File: src/rtl/fetch_queue_if.sv
// Bundle of every signal the fetch unit exchanges with instruction memory,
// the branch unit and decode. The fetch unit takes the master view; the
// environment (memory, branch resolution, decode) takes the slave view.
interface fetch_queue_if #(
    parameter int DATA_W = 16,
    parameter int ADDR_W = 16,
    parameter int DEPTH  = 4
);
    localparam int CNT_W = $clog2(DEPTH) + 1;

    // Instruction memory side
    logic              imem_req;
    logic [ADDR_W-1:0] imem_addr;
    logic              imem_rvalid;
    logic [DATA_W-1:0] imem_rdata;

    // Branch redirect
    logic              redirect_valid;
    logic [ADDR_W-1:0] redirect_pc;

    // Decode side
    logic              ir_valid;
    logic              ir_ready;
    logic [DATA_W-1:0] ir;
    logic [ADDR_W-1:0] pc_out;
    logic [CNT_W-1:0]  q_count;

    modport master (
        output imem_req,
        output imem_addr,
        input  imem_rvalid,
        input  imem_rdata,
        input  redirect_valid,
        input  redirect_pc,
        output ir_valid,
        input  ir_ready,
        output ir,
        output pc_out,
        output q_count
    );

    modport slave (
        input  imem_req,
        input  imem_addr,
        output imem_rvalid,
        output imem_rdata,
        output redirect_valid,
        output redirect_pc,
        input  ir_valid,
        output ir_ready,
        input  ir,
        input  pc_out,
        input  q_count
    );
endinterface

File: src/rtl/fetch_queue.sv
// Instruction-fetch unit with a DEPTH-entry prefetch queue.
// Keeps its own PC, issues one outstanding read at a time, pushes returned
// {pc, instr} pairs into a circular queue and hands the head to decode via
// valid/ready. A redirect flushes the queue and drops any in-flight response.
module fetch_queue #(
    parameter int                DATA_W   = 16,
    parameter int                ADDR_W   = 16,
    parameter int                DEPTH    = 4,
    parameter int                PC_STEP  = 1,
    parameter logic [ADDR_W-1:0] RESET_PC = '0
) (
    input  logic          clk,
    input  logic          rst,
    fetch_queue_if.master bus
);
    localparam int PTR_W = $clog2(DEPTH);
    localparam int CNT_W = PTR_W + 1;

    typedef enum logic [1:0] {
        IDLE,
        WAIT,
        DRAIN
    } state_t;

    state_t            state_q;
    logic [ADDR_W-1:0] fetch_pc_q;
    logic              req_q;
    logic [ADDR_W-1:0] req_addr_q;

    logic [PTR_W-1:0]  rd_ptr_q;
    logic [PTR_W-1:0]  wr_ptr_q;
    logic [CNT_W-1:0]  count_q;
    logic [CNT_W-1:0]  count_d;

    // Queue storage is plain registers: the head is read combinationally and
    // every slot is cleared on reset, so a registered-read RAM does not fit.
    logic [DATA_W-1:0] instr_q [DEPTH];
    logic [ADDR_W-1:0] pc_q    [DEPTH];

    logic              push_en;
    logic              pop_en;
    logic              has_room_after;
    logic              has_room_now;
    logic [ADDR_W-1:0] fetch_pc_inc;

    // Queue bookkeeping for this cycle; a redirect overrides both push and pop.
    always_comb begin
        push_en        = (state_q == WAIT) && bus.imem_rvalid && !bus.redirect_valid;
        pop_en         = (count_q != '0) && bus.ir_ready && !bus.redirect_valid;
        count_d        = count_q;
        if (push_en && !pop_en) begin
            count_d = count_q + CNT_W'(1);
        end else if (!push_en && pop_en) begin
            count_d = count_q - CNT_W'(1);
        end
        has_room_now   = count_q < CNT_W'(DEPTH);
        has_room_after = count_d < CNT_W'(DEPTH);
        fetch_pc_inc   = fetch_pc_q + ADDR_W'(PC_STEP);
    end

    // Fetch control FSM: owns the PC and the registered request outputs.
    always_ff @(posedge clk) begin
        if (rst) begin
            state_q    <= IDLE;
            fetch_pc_q <= RESET_PC;
            req_q      <= 1'b0;
            req_addr_q <= RESET_PC;
        end else begin
            case (state_q)
                IDLE: begin
                    // Responses seen here belong to nobody and are ignored.
                    if (bus.redirect_valid) begin
                        fetch_pc_q <= bus.redirect_pc;
                    end else if (has_room_now) begin
                        req_q      <= 1'b1;
                        req_addr_q <= fetch_pc_q;
                        state_q    <= WAIT;
                    end
                end
                WAIT: begin
                    if (bus.redirect_valid) begin
                        fetch_pc_q <= bus.redirect_pc;
                        req_q      <= 1'b0;
                        // A response landing this cycle is simply dropped;
                        // otherwise it is still in flight and must be drained.
                        state_q    <= bus.imem_rvalid ? IDLE : DRAIN;
                    end else if (bus.imem_rvalid) begin
                        fetch_pc_q <= fetch_pc_inc;
                        if (has_room_after) begin
                            // Back-to-back: next request goes out immediately.
                            req_addr_q <= fetch_pc_inc;
                        end else begin
                            req_q   <= 1'b0;
                            state_q <= IDLE;
                        end
                    end
                end
                DRAIN: begin
                    if (bus.redirect_valid) begin
                        fetch_pc_q <= bus.redirect_pc;
                    end
                    if (bus.imem_rvalid) begin
                        state_q <= IDLE;
                    end
                end
                default: begin
                    state_q <= IDLE;
                    req_q   <= 1'b0;
                end
            endcase
        end
    end

    // Queue pointers and occupancy; a redirect empties the queue outright.
    always_ff @(posedge clk) begin
        if (rst || bus.redirect_valid) begin
            rd_ptr_q <= '0;
            wr_ptr_q <= '0;
            count_q  <= '0;
        end else begin
            if (push_en) begin
                wr_ptr_q <= wr_ptr_q + PTR_W'(1);
            end
            if (pop_en) begin
                rd_ptr_q <= rd_ptr_q + PTR_W'(1);
            end
            count_q <= count_d;
        end
    end

    // Queue storage: the pushed pc is the address the request went out on.
    always_ff @(posedge clk) begin
        if (rst) begin
            for (int i = 0; i < DEPTH; i++) begin
                instr_q[i] <= '0;
                pc_q[i]    <= '0;
            end
        end else if (push_en) begin
            instr_q[wr_ptr_q] <= bus.imem_rdata;
            pc_q[wr_ptr_q]    <= req_addr_q;
        end
    end

    assign bus.imem_req  = req_q;
    assign bus.imem_addr = req_addr_q;
    assign bus.ir_valid  = (count_q != '0);
    assign bus.ir        = instr_q[rd_ptr_q];
    assign bus.pc_out    = pc_q[rd_ptr_q];
    assign bus.q_count   = count_q;

endmodule

File: src/flat_wrapper.sv
// flat-port wrapper written by rule: the top's interface ports become plain ports
module fetch_queue_flat 
#(
    parameter int                DATA_W   = 16,
    parameter int                ADDR_W   = 16,
    parameter int                DEPTH    = 4,
    parameter int                PC_STEP  = 1,
    parameter logic [ADDR_W-1:0] RESET_PC = '0
)
  (clk, rst, bus_imem_req, bus_imem_addr, bus_imem_rvalid, bus_imem_rdata, bus_redirect_valid, bus_redirect_pc, bus_ir_valid, bus_ir_ready, bus_ir, bus_pc_out, bus_q_count);
  fetch_queue_if #(.DATA_W(DATA_W), .ADDR_W(ADDR_W), .DEPTH(DEPTH)) bus_i ();
  input  logic clk;
  input  logic rst;
  output wire logic [$bits(bus_i.imem_req)-1:0] bus_imem_req;
  output wire logic [$bits(bus_i.imem_addr)-1:0] bus_imem_addr;
  input wire logic [$bits(bus_i.imem_rvalid)-1:0] bus_imem_rvalid;
  input wire logic [$bits(bus_i.imem_rdata)-1:0] bus_imem_rdata;
  input wire logic [$bits(bus_i.redirect_valid)-1:0] bus_redirect_valid;
  input wire logic [$bits(bus_i.redirect_pc)-1:0] bus_redirect_pc;
  output wire logic [$bits(bus_i.ir_valid)-1:0] bus_ir_valid;
  input wire logic [$bits(bus_i.ir_ready)-1:0] bus_ir_ready;
  output wire logic [$bits(bus_i.ir)-1:0] bus_ir;
  output wire logic [$bits(bus_i.pc_out)-1:0] bus_pc_out;
  output wire logic [$bits(bus_i.q_count)-1:0] bus_q_count;
  assign bus_imem_req = bus_i.imem_req;
  assign bus_imem_addr = bus_i.imem_addr;
  assign bus_i.imem_rvalid = bus_imem_rvalid;
  assign bus_i.imem_rdata = bus_imem_rdata;
  assign bus_i.redirect_valid = bus_redirect_valid;
  assign bus_i.redirect_pc = bus_redirect_pc;
  assign bus_ir_valid = bus_i.ir_valid;
  assign bus_i.ir_ready = bus_ir_ready;
  assign bus_ir = bus_i.ir;
  assign bus_pc_out = bus_i.pc_out;
  assign bus_q_count = bus_i.q_count;
  fetch_queue #(.DATA_W(DATA_W), .ADDR_W(ADDR_W), .DEPTH(DEPTH), .PC_STEP(PC_STEP), .RESET_PC(RESET_PC)) u_core (.clk(clk), .rst(rst), .bus(bus_i));
endmodule
File: config.mk
export PLATFORM = sky130hd
export DESIGN_NAME = fetch_queue_flat
export DESIGN_NICKNAME = d
export VERILOG_FILES = /design/src/rtl/fetch_queue_if.sv /design/src/rtl/fetch_queue.sv /design/src/flat_wrapper.sv
export SDC_FILE = /design/constraint.sdc
export NUM_CORES = 1
export LEC_CHECK = 0
export CAP_MARGIN = 20
export CORE_ASPECT_RATIO = 0.6
export CORE_UTILIZATION = 60
export CTS_CLUSTER_SIZE = 24
export DETAILED_ROUTE_END_ITERATION = 12
export HOLD_SLACK_MARGIN = 0.06
export PLACE_DENSITY = 0.95
export SLEW_MARGIN = 20
export SYNTH_ARGS = -nofsm -noshare
export SYNTH_HDL_FRONTEND = slang
export SYNTH_SLANG_ARGS = --single-unit
File: constraint.sdc
create_clock -name clk -period 5.1 [get_ports clk]
set_clock_uncertainty 0.15 [all_clocks]
set_input_delay 0.51 -clock clk [delete_from_list [all_inputs] [get_ports clk]]
set_output_delay 0.51 -clock clk [all_outputs]
set_load 0.03 [all_outputs]
==> results.yml <==
outcome:
  run_status: "completed"
sta:
  grt_setup_unrepaired: "false"
  fin_tns_setup_ns: 0
  worst_slew_pin_slew_ns: 1.088
  drv_slew: 0
  setup_violations: 0
  finalHoldViolCount: 0
  final.setup.worst_slack_ns: 1.513
  max_slew_margin: 0.2728
  fin_crit_sh: 0.7034
  min_period_ns: 3.587
  fmax_mhz: 278.8
grt:
  antenna_found_initial: 0
  grt-ovfl-total: 0
  grt_pass1_wl_um: 28900
  grt_pass1_vias: 5423
  grt_usage: 0.2887
  grt_max_degree: 66
power_and_ir_drop:
  p_int_uw: 2401
  powerDensity_nw_per_um2: 330.9
  comb_power_share: 0.085
  swShare: 0.2410
  pwr-share-seq: 0.508
  irDropWorstVdd_uv: 236.0
  p_leak_uw: 0.003510
  p_total_uw: 3163
  p_switching_uw: 762.3
  clkPwrFrac: 0.407
placed_design:
  dp_cells: 859
  place_congestion: 0.8499
  place_worst_setup_slack_ns: 1.038
  io_buffer_count: 89
  hpwl_um: 11560
  dpl_cell_area_um2: 8961
clock_tree:
  clkLatencyLatePin_ns: 0.43
  cts_setup_buffers: 0
  clk_pin_slew_ns: 0.07
  cts_made_buffers: 17
  cts_buffer_depth: 2
  cts-root-buf: "clkbuf_16"
  clkSinkCount: 172
  cts_resized: 0
  cts_hold_buffers: 0
  cts_tree: "built"
  h-tree-depth: 4
final_layout:
  syn_to_final_growth_pct: 20.36
  final_nets: 751
  final_cells: 891
  drive_gt1_frac: 0.1276
  diodes: 0
  fin_area_um2: 9558
worst_setup_path:
  cp-start-kind: "flop"
  path_cells: "buf_4, mux4_2, clkdlybuf4s50_1"
  cp-end-kind: "output pin"
  r2r-start: "u_core.bus.q_count[0]$_SDFFE_PP0P_"
  crit_arrival_ns: 2.93
  crit_cells: 3
  crit_family: "buffers and inverters"
  slowest_delay_ns: 0.96
  r2r_slack_ns: 1.76
  r2r_cells: 11
  path_max_fanout: 25
  slowest_stage: "dfxtp_2"
  worst-setup-path-type: "flop to output pin"
  r2r-end: "u_core.bus.imem_addr[0]$_SDFFE_PP0P_"
  cp.required_ns: 4.44
  path_buf_inv: 2
die:
  initial_core_util: 0.6160
  die_height_um: 91.12
  die_x_um: 150.5
  core_area_um2: 12890
  placement_rows: 32
  io_pins: 90
  fp.dieArea_um2: 13720
detailed_routing:
  viasPerCell: 6.144
  vias: 5474
  wire_per_inst_um: 20.92
  firstDrtPassIters: 6
  drtIter0Drc: 514
  drcViolationCount: 0
  ant_nets: 0
  routed_wl_um: 18640
synthesis:
  syn-num-nets: 680
  synth_common_cells: "edfxtp_1 (128), and2_1 (97), nor2_1 (48)"
  synth.distinct_cells: 46
  synth_edf_count: 128
  yosys_warnings: 0
  avgSynthCellArea_um2: 12.47
  synth_top_area_share: 0.4840
  netlist_area_um2: 7941
  async_flop_share: 0
  yosysTopAreaCell: "edfxtp_1"
  ys_ff_latch: 172
  synth_cells: 637
  ys_seq_area_frac: 0.5949
  yosysMostFrequentCell: "edfxtp_1"
  synth_area_leaders: "edfxtp_1 (48%), dfxtp_1 (11%), mux4_2 (9.1%)"
  synth-main-ff-cell: "edfxtp_1"
worst_hold_path:
  min_to: "u_core.fetch_pc_q[15]$_SDFFE_PP0P_"
  hold_depth: 2
  worstHoldStart: "u_core.fetch_pc_q[15]$_SDFFE_PP0P_"
  hp-class: "flop to flop"
run:
  max-cap-violations: 0
==> final cells by class <==
class | count | area, um2
repair buffers | 100 | 973.4
multi-input cells | 407 | 3020
inverters | 10 | 37.54
flip-flops and latches | 172 | 4726
well taps | 170 | 212.7
fillers | 790 | 3334
clock inverters | 15 | 162.7
clock buffers | 17 | 425.4
==> sequential cells by signal (all words and copies together) (netlist names), named ones only <==
name and flops:
u_core.bus.imem_addr 16, u_core.bus.imem_req 1, u_core.bus.q_count 3, u_core.fetch_pc_q 16
u_core.instr_q 64, u_core.pc_q 64, u_core.rd_ptr_q 2, u_core.state_q 2
u_core.wr_ptr_q 2
==> cells in the final DEF, fill, tap and decap left out, types with 11 or more instances in the layout <==
cell / Yosys / layout
mux4_2: 32 / 32
clkdlybuf4s50_1: 0 / 89
dfxtp_1: 44 / 43
a211oi_1: 16 / 16
nand2_1: 38 / 38
a21oi_1: 19 / 18
buf_4: 2 / 11
clkbuf_16: 0 / 17
nor2_1: 48 / 46
and3_1: 35 / 34
and2_1: 97 / 97
o21ai_0: 19 / 19
edfxtp_1: 128 / 128
==> cells by family (layout without fill, tap and decap cells) <==
group / Yosys count / count (layout) / synth area share
xor gates and xnor gates: 18 / 18 / 0.01985
buffers and inverters: 58 / 142 / 0.02978
and+or+nand+nor: 261 / 261 / 0.1796
muxes: 32 / 32 / 0.09075
DFF: 172 / 172 / 0.5949
AOI/OAI and AO/OA: 90 / 90 / 0.07563
adders and majority gates: 6 / 6 / 0.009453
==> worst max path at each step <==
| stage | start | to | slack [ns] |
|---|---|---|---|
| 2_1_floorplan | bus_imem_rvalid | u_core.instr_q[1][0]$_SDFFCE_PN0P_ | 1.98 |
| 3_3_place_gp | bus_redirect_valid | u_core.bus.imem_addr[10]$_SDFFE_PP0P_ | 1.34 |
| 3_5_place_dp | bus_redirect_valid | u_core.bus.imem_addr[14]$_SDFFE_PP0P_ | 1.04 |
| 4_1_cts | bus_redirect_valid | u_core.bus.imem_addr[0]$_SDFFE_PP0P_ | 1.35 |
| 5_1_grt | flop | bus_pc_out[2] | 1.34 |
| 6_report | flop | bus_pc_out[3] | 1.51 |
==> worst min-delay path: stages (launching register included) <==
cell and delay, ns:
dfxtp_1 0.33, o21ai_0 0.08, a21oi_1 0.06
==> stage by stage <==
stage,utilization,hold slack (ns)
3_5_place_dp,0.6951,0.3600
3_3_place_gp,0.6951,0.3356
6_report,0.7414,0.3707
5_1_grt,0.7414,0.4064
2_1_floorplan,-,0.3244
4_1_cts,0.7407,0.3691
==> metal layers <==
| layer | vias up | GRT usage | share of wire | routed length, um |
|---|---|---|---|---|
| met5 | - | 0 | 0 | 0 |
| met4 | 0 | 0.1170 | 0.024 | 448 |
| met3 | 42 | 0.07487 | 0.089 | 1656 |
| met2 | 262 | 0.4693 | 0.49 | 9123 |
| met1 | 2693 | 0.3697 | 0.40 | 7415 |
| li1 | 2477 | - | - | - |
==> power groups by stage <==
stage               Sequential, uW  Clock (uW)  Combinational [uW]
finish                        1610        1290                 270
global route                  1610        1350                 288
CTS                           1600        1290                 269
detailed placement            1630           0                 266
global placement              1620           0                 257
floorplan                     1630           0                 140
(Power assumes the default switching activity.)
==> RTL change: new RTL, same flow settings <==
The 3 states of `state_t` get a one-hot encoding in 3 bits.
--- a/src/rtl/fetch_queue.sv
+++ b/src/rtl/fetch_queue.sv
@@ -17,8 +17,8 @@
     localparam int CNT_W = PTR_W + 1;
 
-    typedef enum logic [1:0] {
-        IDLE,
-        WAIT,
-        DRAIN
+    typedef enum logic [2:0] {
+        IDLE  = 3'b001,
+        WAIT  = 3'b010,
+        DRAIN = 3'b100
     } state_t;
 
Function: no difference found for any inputs over 4 cycles, from zero or initial values and one cycle with rst high; so few cycles prove little.
==> RTL change against the unedited design <==
- sequential cell count up 1
- core utilization is 2.3 points higher
- total power rose by 7.3%
- die area shrank 0.83%
- worst setup slack worse by 260 ps
- synthesized cell count increased by 4.7%
- design area down 0.72%
- largest power group unchanged
- wire length increased by 2.7%
- area after synthesis fell by 0.84%
==> RTL change: results (changes against the unedited design) <==
global_routing:
  use_met1: 0.3861  # +0.01639
  grt_pass1_vias: 5588  # +3.0%
  grt_pass1_wl_um: 29360  # +1.6%
  grt_use_met2: 0.4684  # -0.0009138
  grt_max_degree: 46  # -30%
  grt_use_total: 0.2918  # +0.003025
  antenna_found_initial: 0  # unchanged
  globalRouteMet3Util: 0.07172  # -0.003157
worst_setup_path:
  cp_max_fo: 32  # +28%
  cp_slowest_stage_delay_ps: 720  # -240 ps
  setup.worst_path.class: "flop to flop"
  crit_family: "simple AND/OR/NAND/NOR gates"
  rr_endpoint: "u_core.bus.imem_addr[1]"
  startpoint: "u_core.state_q[2]"
  r2r_cells: 10  # -1
  crit_arrival_ps: 4020  # +1090 ps
  worst_path_max_delay_cell: "or3b_1"
finish:
  top_regs: "u_core.instr_q: 64 flops, u_core.pc_q: 64 flops"
  nets: 781  # +4.0%
  drive_gt1_frac: 0.1119  # -0.01575
  fill_cells: 704  # -11%
clock_tree:
  clock_latency_ps: 430  # about the same
  cts_buffers: 17  # unchanged
  clockRootBuffer: "clkbuf_16"
  postCtsSetupRepairBufs: 0  # unchanged
  clk_pin_slew_worst_paths_ps: 70  # about the same
  cts_max_path_buffers: 2  # unchanged
  htreeDepth: 4  # unchanged
place:
  place_ws_ps: 1298  # +260.4 ps
  hpwl_um: 11500  # -0.54%
  gp_congestion: 0.9146  # +7.6%
sta:
  worst_pin_slew_ps: 1082  # -5.810 ps
  max_freq_mhz: 260.0  # -6.7%
synth:
  ys_seq_area_frac: 0.6025  # +0.007552
  async_reset_ff_frac: 0  # unchanged
  synth_edf_count: 128  # unchanged
  synth.distinct_cells: 49  # +6.5%
  synth.yosys.warnings: 0  # unchanged
  ys_top_cells_by_count: "130 x nor2_1, 128 x edfxtp_1, 51 x nand2_1, 45 x dfxtp_1, 38 x inv_1"
  synth_top_cells_by_area: "edfxtp_1 49%, dfxtp_1 11%, mux4_2 9.2%"
  synth_fp_nets: 710  # +4.4%
drt:
  wl_met3_um: 2009  # +21%
  wl_met2_um: 9366  # +2.7%
  drt_first_pass_iters: 7  # +1
  viasPerCell: 6.254  # +1.8%
  wl_um: 19140  # +2.7%
  drt-initial-drc-count: 623  # +21%
  met1_length_um: 7318  # -1.3%
  highest_layer: "met4"
power_and_ir_drop:
  p_leak_nw: 3.532  # +0.62%
  peakVddDrop_v: 0.0002434  # +3.1%
run_status:
  status: "complete, no violations"
worst_hold_path:
  min_to: "u_core.fetch_pc_q[5]"
  hold_start: "u_core.fetch_pc_q[5]"
  holdCritPathClass: "flop to flop"
  worstHoldPathCells: 2  # unchanged
floorplanning:
  rows: 31  # -3.1%
RTL change: cell count changes after synthesis, sizes merged, moves of 5 or more:
| cell | change |
|---|---|
| and3 | -23 |
| a21oi | +5 |
| nor3 | +6 |
| clkbuf | -10 |
| and2 | -86 |
| inv | +28 |
| nand2 | +13 |
| buf | +7 |
| nor2 | +81 |
RTL change: cells by family (layout without fill, tap and decap cells):
group / Yosys count / count (layout) / share of synthesized area
mux: 33 / 33 / 0.09279
flops: 173 / 173 / 0.6025
simple gates: 263 / 263 / 0.1540
xor+xnor: 20 / 20 / 0.02224
compound gates: 89 / 89 / 0.07309
fa+ha+maj: 6 / 6 / 0.009533
buf+inv: 83 / 167 / 0.04592
RTL change: power breakdown:
group / leakage (nW) / switching (mW) / internal (mW)
Combinational: 1.55 / 0.232 / 0.164
Sequential: 1.69 / 0.0709 / 1.58
Clock: 0.287 / 0.565 / 0.778
Total: 3.53 / 0.868 / 2.52
RTL change: area by class of cell:
type                       instances  area share
clock buffer                      17     0.04483
timing repair buffer              97      0.1044
multi-input combinational        411      0.2944
tap                              165     0.02176
inverter                          38     0.01503
sequential                       173      0.5001
clock inverter                    15     0.01938
RTL change: stage by stage:
stage | instance area [um2] | cells | hold WS (ps) | utilization | total power, mW
2_1_floorplan | 7875 | 667 | 334.3 | - | 1.910
3_3_place_gp | 8822 | 882 | 354.8 | 0.7108 | 2.034
3_5_place_dp | 8822 | 882 | 364.3 | 0.7108 | 2.061
4_1_cts | 9432 | 914 | 376.8 | 0.7599 | 3.383
5_1_grt | 9489 | 916 | 406.6 | 0.7645 | 3.490
6_report | 9489 | 916 | 378.9 | 0.7645 | 3.393
